$ cat src/rtl/mam_mem_arbiter_if.sv
// Bus bundle for mam_mem_arbiter: N requester channels plus the shared memory port.
// slave is the arbiter's view; master is the requesters plus the memory.
interface mam_mem_arbiter_if #(
  parameter int N          = 2,
  parameter int DATA_WIDTH = 16,
  parameter int ADDR_WIDTH = 32
);
  localparam int STRB_WIDTH = DATA_WIDTH / 8;

  logic [N-1:0]              req_valid;
  logic [N-1:0]              req_ready;
  logic [N-1:0]              req_rw;
  logic [N*ADDR_WIDTH-1:0]   req_addr;
  logic [N-1:0]              req_burst;
  logic [N*14-1:0]           req_beats;
  logic [N-1:0]              write_valid;
  logic [N*DATA_WIDTH-1:0]   write_data;
  logic [N*STRB_WIDTH-1:0]   write_strb;
  logic [N-1:0]              write_ready;
  logic [N-1:0]              read_valid;
  logic [N*DATA_WIDTH-1:0]   read_data;
  logic [N-1:0]              read_ready;

  logic                      mem_req_valid;
  logic                      mem_req_ready;
  logic                      mem_req_rw;
  logic [ADDR_WIDTH-1:0]     mem_req_addr;
  logic                      mem_req_burst;
  logic [13:0]               mem_req_beats;
  logic                      mem_write_valid;
  logic [DATA_WIDTH-1:0]     mem_write_data;
  logic [STRB_WIDTH-1:0]     mem_write_strb;
  logic                      mem_write_ready;
  logic                      mem_read_valid;
  logic [DATA_WIDTH-1:0]     mem_read_data;
  logic                      mem_read_ready;

  modport slave (
    input  req_valid, req_rw, req_addr, req_burst, req_beats,
           write_valid, write_data, write_strb, read_ready,
           mem_req_ready, mem_write_ready, mem_read_valid, mem_read_data,
    output req_ready, write_ready, read_valid, read_data,
           mem_req_valid, mem_req_rw, mem_req_addr, mem_req_burst, mem_req_beats,
           mem_write_valid, mem_write_data, mem_write_strb, mem_read_ready
  );

  modport master (
    output req_valid, req_rw, req_addr, req_burst, req_beats,
           write_valid, write_data, write_strb, read_ready,
           mem_req_ready, mem_write_ready, mem_read_valid, mem_read_data,
    input  req_ready, write_ready, read_valid, read_data,
           mem_req_valid, mem_req_rw, mem_req_addr, mem_req_burst, mem_req_beats,
           mem_write_valid, mem_write_data, mem_write_strb, mem_read_ready
  );
endinterface

$ cat src/rtl/mam_mem_arbiter.sv
// Round-robin, transaction-granular arbiter sharing one osd_mam memory port among N requesters.
// Optional MAM_ARB_LOCK_EN adds req_lock, which keeps the grant across back-to-back transactions.
module mam_mem_arbiter #(
  parameter int N          = 2,
  parameter int DATA_WIDTH = 16,
  parameter int ADDR_WIDTH = 32
) (
  input  logic                 clk,
  input  logic                 rst,
`ifdef MAM_ARB_LOCK_EN
  input  logic [N-1:0]         req_lock,
`endif
  mam_mem_arbiter_if.slave     bus,
  output logic [N-1:0]         grant
);
  localparam int PW = (N > 1) ? $clog2(N) : 1;
  localparam int SW = DATA_WIDTH / 8;

  localparam logic [1:0] S_IDLE  = 2'd0;
  localparam logic [1:0] S_REQ   = 2'd1;
  localparam logic [1:0] S_WRITE = 2'd2;
  localparam logic [1:0] S_READ  = 2'd3;

  logic [1:0]    r_state;
  logic [N-1:0]  r_grant;
  logic [PW-1:0] r_gidx;
  logic [PW-1:0] r_ptr;
  logic [13:0]   r_cnt;

  logic          w_found_hi, w_found_any;
  logic [PW-1:0] w_idx_hi, w_idx_any, w_pick_idx, w_next_ptr;

  // Lowest requester at or above the pointer wins; otherwise wrap to the lowest overall.
  always_comb begin
    // NOTE: every always_comb output gets a default first so no latch is inferred.
    w_found_hi  = 1'b0;
    w_found_any = 1'b0;
    w_idx_hi    = '0;
    w_idx_any   = '0;
    for (int i = N - 1; i >= 0; i--) begin
      if (bus.req_valid[i]) begin
        w_found_any = 1'b1;
        w_idx_any   = PW'(i);
        if (i >= int'(r_ptr)) begin
          w_found_hi = 1'b1;
          w_idx_hi   = PW'(i);
        end
      end
    end
    w_pick_idx = w_found_hi ? w_idx_hi : w_idx_any;
  end

  logic                  w_sel_valid, w_sel_rw, w_sel_burst, w_sel_wvalid, w_sel_rready;
  logic [ADDR_WIDTH-1:0] w_sel_addr;
  logic [13:0]           w_sel_beats;
  logic [DATA_WIDTH-1:0] w_sel_wdata;
  logic [SW-1:0]         w_sel_wstrb;

  always_comb begin
    w_sel_valid  = 1'b0;
    w_sel_rw     = 1'b0;
    w_sel_burst  = 1'b0;
    w_sel_wvalid = 1'b0;
    w_sel_rready = 1'b0;
    w_sel_addr   = '0;
    w_sel_beats  = '0;
    w_sel_wdata  = '0;
    w_sel_wstrb  = '0;
    for (int i = 0; i < N; i++) begin
      if (r_grant[i]) begin
        w_sel_valid  = bus.req_valid[i];
        w_sel_rw     = bus.req_rw[i];
        w_sel_burst  = bus.req_burst[i];
        w_sel_wvalid = bus.write_valid[i];
        w_sel_rready = bus.read_ready[i];
        w_sel_addr   = bus.req_addr[i*ADDR_WIDTH +: ADDR_WIDTH];
        w_sel_beats  = bus.req_beats[i*14 +: 14];
        w_sel_wdata  = bus.write_data[i*DATA_WIDTH +: DATA_WIDTH];
        w_sel_wstrb  = bus.write_strb[i*SW +: SW];
      end
    end
  end

  logic w_hold;
`ifdef MAM_ARB_LOCK_EN
  assign w_hold = |(r_grant & req_lock);
`else
  assign w_hold = 1'b0;
`endif

  logic w_in_req, w_in_wr, w_in_rd, w_beat_hs;
  assign w_in_req = (r_state == S_REQ);
  assign w_in_wr  = (r_state == S_WRITE);
  assign w_in_rd  = (r_state == S_READ);

  // Every output is gated by state, so idle/reset drives all valids, readies and data to 0.
  assign bus.mem_req_valid   = w_in_req & w_sel_valid;
  assign bus.mem_req_rw      = w_in_req & w_sel_rw;
  assign bus.mem_req_addr    = w_in_req ? w_sel_addr : '0;
  assign bus.mem_req_burst   = w_in_req & w_sel_burst;
  assign bus.mem_req_beats   = w_in_req ? w_sel_beats : '0;
  assign bus.req_ready       = w_in_req ? (r_grant & {N{bus.mem_req_ready}}) : '0;

  assign bus.mem_write_valid = w_in_wr & w_sel_wvalid;
  assign bus.mem_write_data  = w_in_wr ? w_sel_wdata : '0;
  assign bus.mem_write_strb  = w_in_wr ? w_sel_wstrb : '0;
  assign bus.write_ready     = w_in_wr ? (r_grant & {N{bus.mem_write_ready}}) : '0;

  assign bus.read_valid      = w_in_rd ? (r_grant & {N{bus.mem_read_valid}}) : '0;
  assign bus.read_data       = w_in_rd ? {N{bus.mem_read_data}} : '0;
  assign bus.mem_read_ready  = w_in_rd & w_sel_rready;

  assign grant = r_grant;

  assign w_beat_hs  = (w_in_wr & bus.mem_write_valid & bus.mem_write_ready) |
                      (w_in_rd & bus.mem_read_valid & bus.mem_read_ready);
  assign w_next_ptr = (r_gidx == PW'(N - 1)) ? '0 : r_gidx + PW'(1);

  always_ff @(posedge clk) begin
    // NOTE: state registers use non-blocking assignments so every flop samples pre-edge values.
    if (rst) begin
      r_state <= S_IDLE;
      r_grant <= '0;
      r_gidx  <= '0;
      r_ptr   <= '0;
      r_cnt   <= '0;
    end else begin
      case (r_state)
        S_IDLE: begin
          if (w_found_any) begin
            r_grant <= N'(1) << w_pick_idx;
            r_gidx  <= w_pick_idx;
            r_state <= S_REQ;
          end
        end
        S_REQ: begin
          if (!w_sel_valid) begin
            r_state <= S_IDLE;
            r_grant <= '0;
          end else if (bus.mem_req_ready) begin
            r_cnt   <= (w_sel_burst && (w_sel_beats != '0)) ? w_sel_beats : 14'd1;
            r_state <= w_sel_rw ? S_WRITE : S_READ;
          end
        end
        default: begin
          if (w_beat_hs) begin
            r_cnt <= r_cnt - 14'd1;
            if (r_cnt == 14'd1) begin
              if (w_hold) begin
                r_state <= S_REQ;
              end else begin
                r_state <= S_IDLE;
                r_grant <= '0;
                r_ptr   <= w_next_ptr;
              end
            end
          end
        end
      endcase
    end
  end
endmodule

$ cat src/flat_wrapper.sv
// flat-port wrapper written by rule: the top's interface ports become plain ports
module mam_mem_arbiter_flat 
#(
  parameter int N          = 2,
  parameter int DATA_WIDTH = 16,
  parameter int ADDR_WIDTH = 32
)
  (clk, rst, grant, bus_req_valid, bus_req_rw, bus_req_addr, bus_req_burst, bus_req_beats, bus_write_valid, bus_write_data, bus_write_strb, bus_read_ready, bus_mem_req_ready, bus_mem_write_ready, bus_mem_read_valid, bus_mem_read_data, bus_req_ready, bus_write_ready, bus_read_valid, bus_read_data, bus_mem_req_valid, bus_mem_req_rw, bus_mem_req_addr, bus_mem_req_burst, bus_mem_req_beats, bus_mem_write_valid, bus_mem_write_data, bus_mem_write_strb, bus_mem_read_ready);
  mam_mem_arbiter_if #(.N(N), .DATA_WIDTH(DATA_WIDTH), .ADDR_WIDTH(ADDR_WIDTH)) bus_i ();
  input  logic clk;
  input  logic rst;
  output logic [N-1:0] grant;
  input wire logic [$bits(bus_i.req_valid)-1:0] bus_req_valid;
  input wire logic [$bits(bus_i.req_rw)-1:0] bus_req_rw;
  input wire logic [$bits(bus_i.req_addr)-1:0] bus_req_addr;
  input wire logic [$bits(bus_i.req_burst)-1:0] bus_req_burst;
  input wire logic [$bits(bus_i.req_beats)-1:0] bus_req_beats;
  input wire logic [$bits(bus_i.write_valid)-1:0] bus_write_valid;
  input wire logic [$bits(bus_i.write_data)-1:0] bus_write_data;
  input wire logic [$bits(bus_i.write_strb)-1:0] bus_write_strb;
  input wire logic [$bits(bus_i.read_ready)-1:0] bus_read_ready;
  input wire logic [$bits(bus_i.mem_req_ready)-1:0] bus_mem_req_ready;
  input wire logic [$bits(bus_i.mem_write_ready)-1:0] bus_mem_write_ready;
  input wire logic [$bits(bus_i.mem_read_valid)-1:0] bus_mem_read_valid;
  input wire logic [$bits(bus_i.mem_read_data)-1:0] bus_mem_read_data;
  output wire logic [$bits(bus_i.req_ready)-1:0] bus_req_ready;
  output wire logic [$bits(bus_i.write_ready)-1:0] bus_write_ready;
  output wire logic [$bits(bus_i.read_valid)-1:0] bus_read_valid;
  output wire logic [$bits(bus_i.read_data)-1:0] bus_read_data;
  output wire logic [$bits(bus_i.mem_req_valid)-1:0] bus_mem_req_valid;
  output wire logic [$bits(bus_i.mem_req_rw)-1:0] bus_mem_req_rw;
  output wire logic [$bits(bus_i.mem_req_addr)-1:0] bus_mem_req_addr;
  output wire logic [$bits(bus_i.mem_req_burst)-1:0] bus_mem_req_burst;
  output wire logic [$bits(bus_i.mem_req_beats)-1:0] bus_mem_req_beats;
  output wire logic [$bits(bus_i.mem_write_valid)-1:0] bus_mem_write_valid;
  output wire logic [$bits(bus_i.mem_write_data)-1:0] bus_mem_write_data;
  output wire logic [$bits(bus_i.mem_write_strb)-1:0] bus_mem_write_strb;
  output wire logic [$bits(bus_i.mem_read_ready)-1:0] bus_mem_read_ready;
  assign bus_i.req_valid = bus_req_valid;
  assign bus_i.req_rw = bus_req_rw;
  assign bus_i.req_addr = bus_req_addr;
  assign bus_i.req_burst = bus_req_burst;
  assign bus_i.req_beats = bus_req_beats;
  assign bus_i.write_valid = bus_write_valid;
  assign bus_i.write_data = bus_write_data;
  assign bus_i.write_strb = bus_write_strb;
  assign bus_i.read_ready = bus_read_ready;
  assign bus_i.mem_req_ready = bus_mem_req_ready;
  assign bus_i.mem_write_ready = bus_mem_write_ready;
  assign bus_i.mem_read_valid = bus_mem_read_valid;
  assign bus_i.mem_read_data = bus_mem_read_data;
  assign bus_req_ready = bus_i.req_ready;
  assign bus_write_ready = bus_i.write_ready;
  assign bus_read_valid = bus_i.read_valid;
  assign bus_read_data = bus_i.read_data;
  assign bus_mem_req_valid = bus_i.mem_req_valid;
  assign bus_mem_req_rw = bus_i.mem_req_rw;
  assign bus_mem_req_addr = bus_i.mem_req_addr;
  assign bus_mem_req_burst = bus_i.mem_req_burst;
  assign bus_mem_req_beats = bus_i.mem_req_beats;
  assign bus_mem_write_valid = bus_i.mem_write_valid;
  assign bus_mem_write_data = bus_i.mem_write_data;
  assign bus_mem_write_strb = bus_i.mem_write_strb;
  assign bus_mem_read_ready = bus_i.mem_read_ready;
  mam_mem_arbiter #(.N(N), .DATA_WIDTH(DATA_WIDTH), .ADDR_WIDTH(ADDR_WIDTH)) u_core (.clk(clk), .rst(rst), .bus(bus_i), .grant(grant));
endmodule
$ cat config.mk
export PLATFORM = sky130hd
export DESIGN_NAME = mam_mem_arbiter_flat
export DESIGN_NICKNAME = d
export VERILOG_FILES = /design/src/rtl/mam_mem_arbiter_if.sv /design/src/rtl/mam_mem_arbiter.sv /design/src/flat_wrapper.sv
export SDC_FILE = /design/constraint.sdc
export NUM_CORES = 1
export LEC_CHECK = 0
export ABC_AREA = 1
export CORE_ASPECT_RATIO = 1.75
export CORE_MARGIN = 4
export CORE_UTILIZATION = 28
export CTS_CLUSTER_SIZE = 20
export DETAILED_ROUTE_END_ITERATION = 10
export MAX_ROUTING_LAYER = met4
export PLACE_DENSITY_LB_ADDON = 0.1
export SLEW_MARGIN = 20
export SYNTH_ARGS = -nofsm -noshare
export SYNTH_HDL_FRONTEND = slang
export SYNTH_SLANG_ARGS = --single-unit
$ cat constraint.sdc
create_clock -name clk -period 1.5 [get_ports clk]
set_input_delay 0.375 -clock clk [delete_from_list [all_inputs] [get_ports clk]]
set_output_delay 0.375 -clock clk [all_outputs]
set_load 0.03 [all_outputs]
==> flow_summary.toml <==
[worst_hold_path]
min_path_type = "flop to flop"

[power_and_ir_drop]
power_density_nw_per_um2 = 477
power_frac_comb_pct = 68.6
seqPwrFrac_pct = 15.3
finalPower_uw = 3860
switching_share_pct = 41.4
power.internal_uw = 2270
ir_drop_uv = 531
clock_power_share_pct = 16.1
switching_power_uw = 1600
p_leak_uw = 0.00341

[timing]
rsz0062_at_grt = "true"
hold_ws_ns = 0.466
fin_crit_ns = 1.92
setup_viol = 126
finalSetupTns_ns = -37.38
fmax_mhz = 520
worstMarginPinSlew_ns = 0.336
finClkSkew_ns = 0.00443
timing.final.hold_violations = 0
maxSlewViolCount = 0
setup_slack_ns = -0.424
period_share_pct = 128
slew_headroom_pct = 77.6

[cells_and_area]
final_util_pct = 82.7
multiInputGateArea_um2 = 2970
fillers = 538
synthToLayoutAreaGrowth_pct = 189
drive_gt1_share_pct = 53.8
seq_area_um2 = 415
final_common_cell = "clkdlybuf4s50_1"
nets = 1022
final_cell_mix = "clkdlybuf4s50_1, buf_6, buf_4"

[die]
pin_count = 268
fp.dieH_um = 140
placementRows = 48
dieArea_um2 = 11700
core_um2 = 9790
die_w_um = 83.6
start_util_pct = 28.6

[critical_path]
crit_path_end_kind = "primary output"
startpoint_type = "flop"
crit_required_ns = 1.12
arrival_ns = 1.55
critPathMaxFanout = 5
critPathKind = "flop to primary output"

[cts]
cts_tree = "built"
insertion_delay_ns = 0.26
clkTransAtPathRegs_ns = 0.06
cts_hold_buffers = 0
numClockSinks = 20
numCtsBuffers = 3
clock_path_buffers = 2
root_buffer = "clkbuf_16"
htreeDepth = 1

[drt]
postRouteAntennaNets = 0
post_drt_wl_per_cell_um = 20.1
drc = 0
route.vias.total = 5116
wl_mm = 19.9
drt_pass1_iterations = 4
vias_per_cell = 5.18
drtIter0Drc = 207

[global_routing]
grt_pass1_wl_mm = 29.4
grt_max_degree = 28
grt.total_usage_pct = 32.3
grt_pass1_vias = 5352
antenna_found_initial = 2
grt_remaining_overflow = 0

[synth]
ys_seq_area_share_pct = 14.3
avgSynthCellArea_um2 = 5.57
syn_nets = 663
syn-instance-count = 502
yosys.cell_types.count = 33
yosysWarnings = 0
synth-seq-cells = 20
mappedNetlistArea_um2 = 2800

[flow_run]
maxCapViolCount = 0

[run_status]
status = "finished, violations left"
violations = "negative setup slack"

[placement]
numPortBuffers = 267
post-place-ws_ns = -0.458
place_hpwl_mm = 13.7
gp_congestion = 0.960
-- power groups by stage --
stage / registers [uW] / logic (uW) / clock network [uW]
after floorplan: 599 / 1220 / 0
after global placement: 608 / 2050 / 0
after detailed placement: 609 / 2080 / 0
after CTS: 589 / 2490 / 623
after global routing: 594 / 2790 / 646
final: 591 / 2650 / 620
-- through the flow --
stage	std cells	area (um^2)
2_1_floorplan	502	3830
3_3_place_gp	928	6680
3_5_place_dp	928	6680
4_1_cts	975	7890
5_1_grt	988	8090
6_report	988	8090
-- area by class of cell --
| type | instances | share of cell area (%) |
|---|---|---|
| Antenna cell | 3 | 0.0928 |
| Clock buffer | 4 | 1.10 |
| Inverter | 67 | 3.39 |
| Multi-Input combinational cell | 370 | 36.7 |
| Sequential cell | 20 | 5.13 |
| Tap cell | 125 | 1.93 |
| Timing Repair Buffer | 398 | 51.5 |
| Timing Repair inverter | 1 | 0.139 |
-- cell families (layout without fill, tap and decap cells) --
group / Yosys count / in the layout / share of synthesized area (%)
adders and majority gates: 2 / 2 / 0.894
other: 0 / 3 / 0
DFF: 20 / 20 / 14.3
xor gates and xnor gates: 5 / 5 / 1.57
AOI/OAI and AO/OA: 105 / 105 / 25.5
and+or+nand+nor: 256 / 258 / 38.2
buffers and inverters: 114 / 470 / 19.5
-- sequential cells by signal, indices dropped and copies added, names as in the netlist --
register        count
u_core.grant        2
u_core.r_ptr        1
u_core.r_gidx       1
u_core.r_cnt       14
u_core.r_state      2
-- synthesized netlist by cell type (all sizes together) --
cell type / n / area share [%]
a21oi: 27 / 6.4
dfxtp: 20 / 14
a31oi: 1 / 0.22
o21ai: 22 / 4.1
nand2: 91 / 13
a21o: 1 / 0.27
a21boi: 2 / 0.54
nand4: 2 / 0.45
or2: 1 / 0.22
and2: 1 / 0.31
clkbuf: 13 / 1.7
ha: 2 / 0.89
nor2: 118 / 17
inv: 67 / 9.2
buf: 34 / 8.6
nand3: 33 / 5.9
nor3: 10 / 1.8
xnor2: 2 / 0.63
a22oi: 51 / 14
a211oi: 1 / 0.27
xor2: 3 / 0.94
-- final timing paths --
path	startpoint	slack [ns]	cells past startpoint	to
hold reg to reg	u_core.r_gidx$_SDFFE_PP0P_	0.47	1	u_core.r_ptr$_SDFFE_PP0P_
setup / recovery	u_core.grant[0]$_SDFFE_PP0P_	-0.42	8	bus_mem_req_valid
hold / removal	u_core.r_gidx$_SDFFE_PP0P_	0.47	1	u_core.r_ptr$_SDFFE_PP0P_
setup reg to reg	u_core.grant[0]$_SDFFE_PP0P_	-0.39	14	u_core.r_cnt[10]$_SDFFE_PP0P_
-- metal layers --
| metal | GRT usage (%) | part of all wire (%) | vias up |
|---|---|---|---|
| met2 | 60.4 | 54 | 282 |
| li1 | - | - | 2342 |
| met1 | 28.5 | 32 | 2390 |
| met3 | 7.71 | 6.7 | 102 |
| met4 | 19.7 | 7.6 | 0 |
| met5 | - | 0 | - |
-- what timing repair did --
action / in CTS / in global routing
resized for setup: 189 / 26
pin swaps: 51 / 25
cloned: 5 / 2
setup buffers: 38 / 8
endpoints found under the setup margin: 126 / 126
-- critical path: stages, from the launching register on --
cell and delay [ns]:
dfxtp_4 0.40, inv_8 0.05, nor2_8 0.15, buf_4 0.14
buf_4 0.10, nand2_2 0.06, o21ai_2 0.08, and2_4 0.17
buf_8 0.13
No activity file was read; power rests on OpenSTA's default activity.
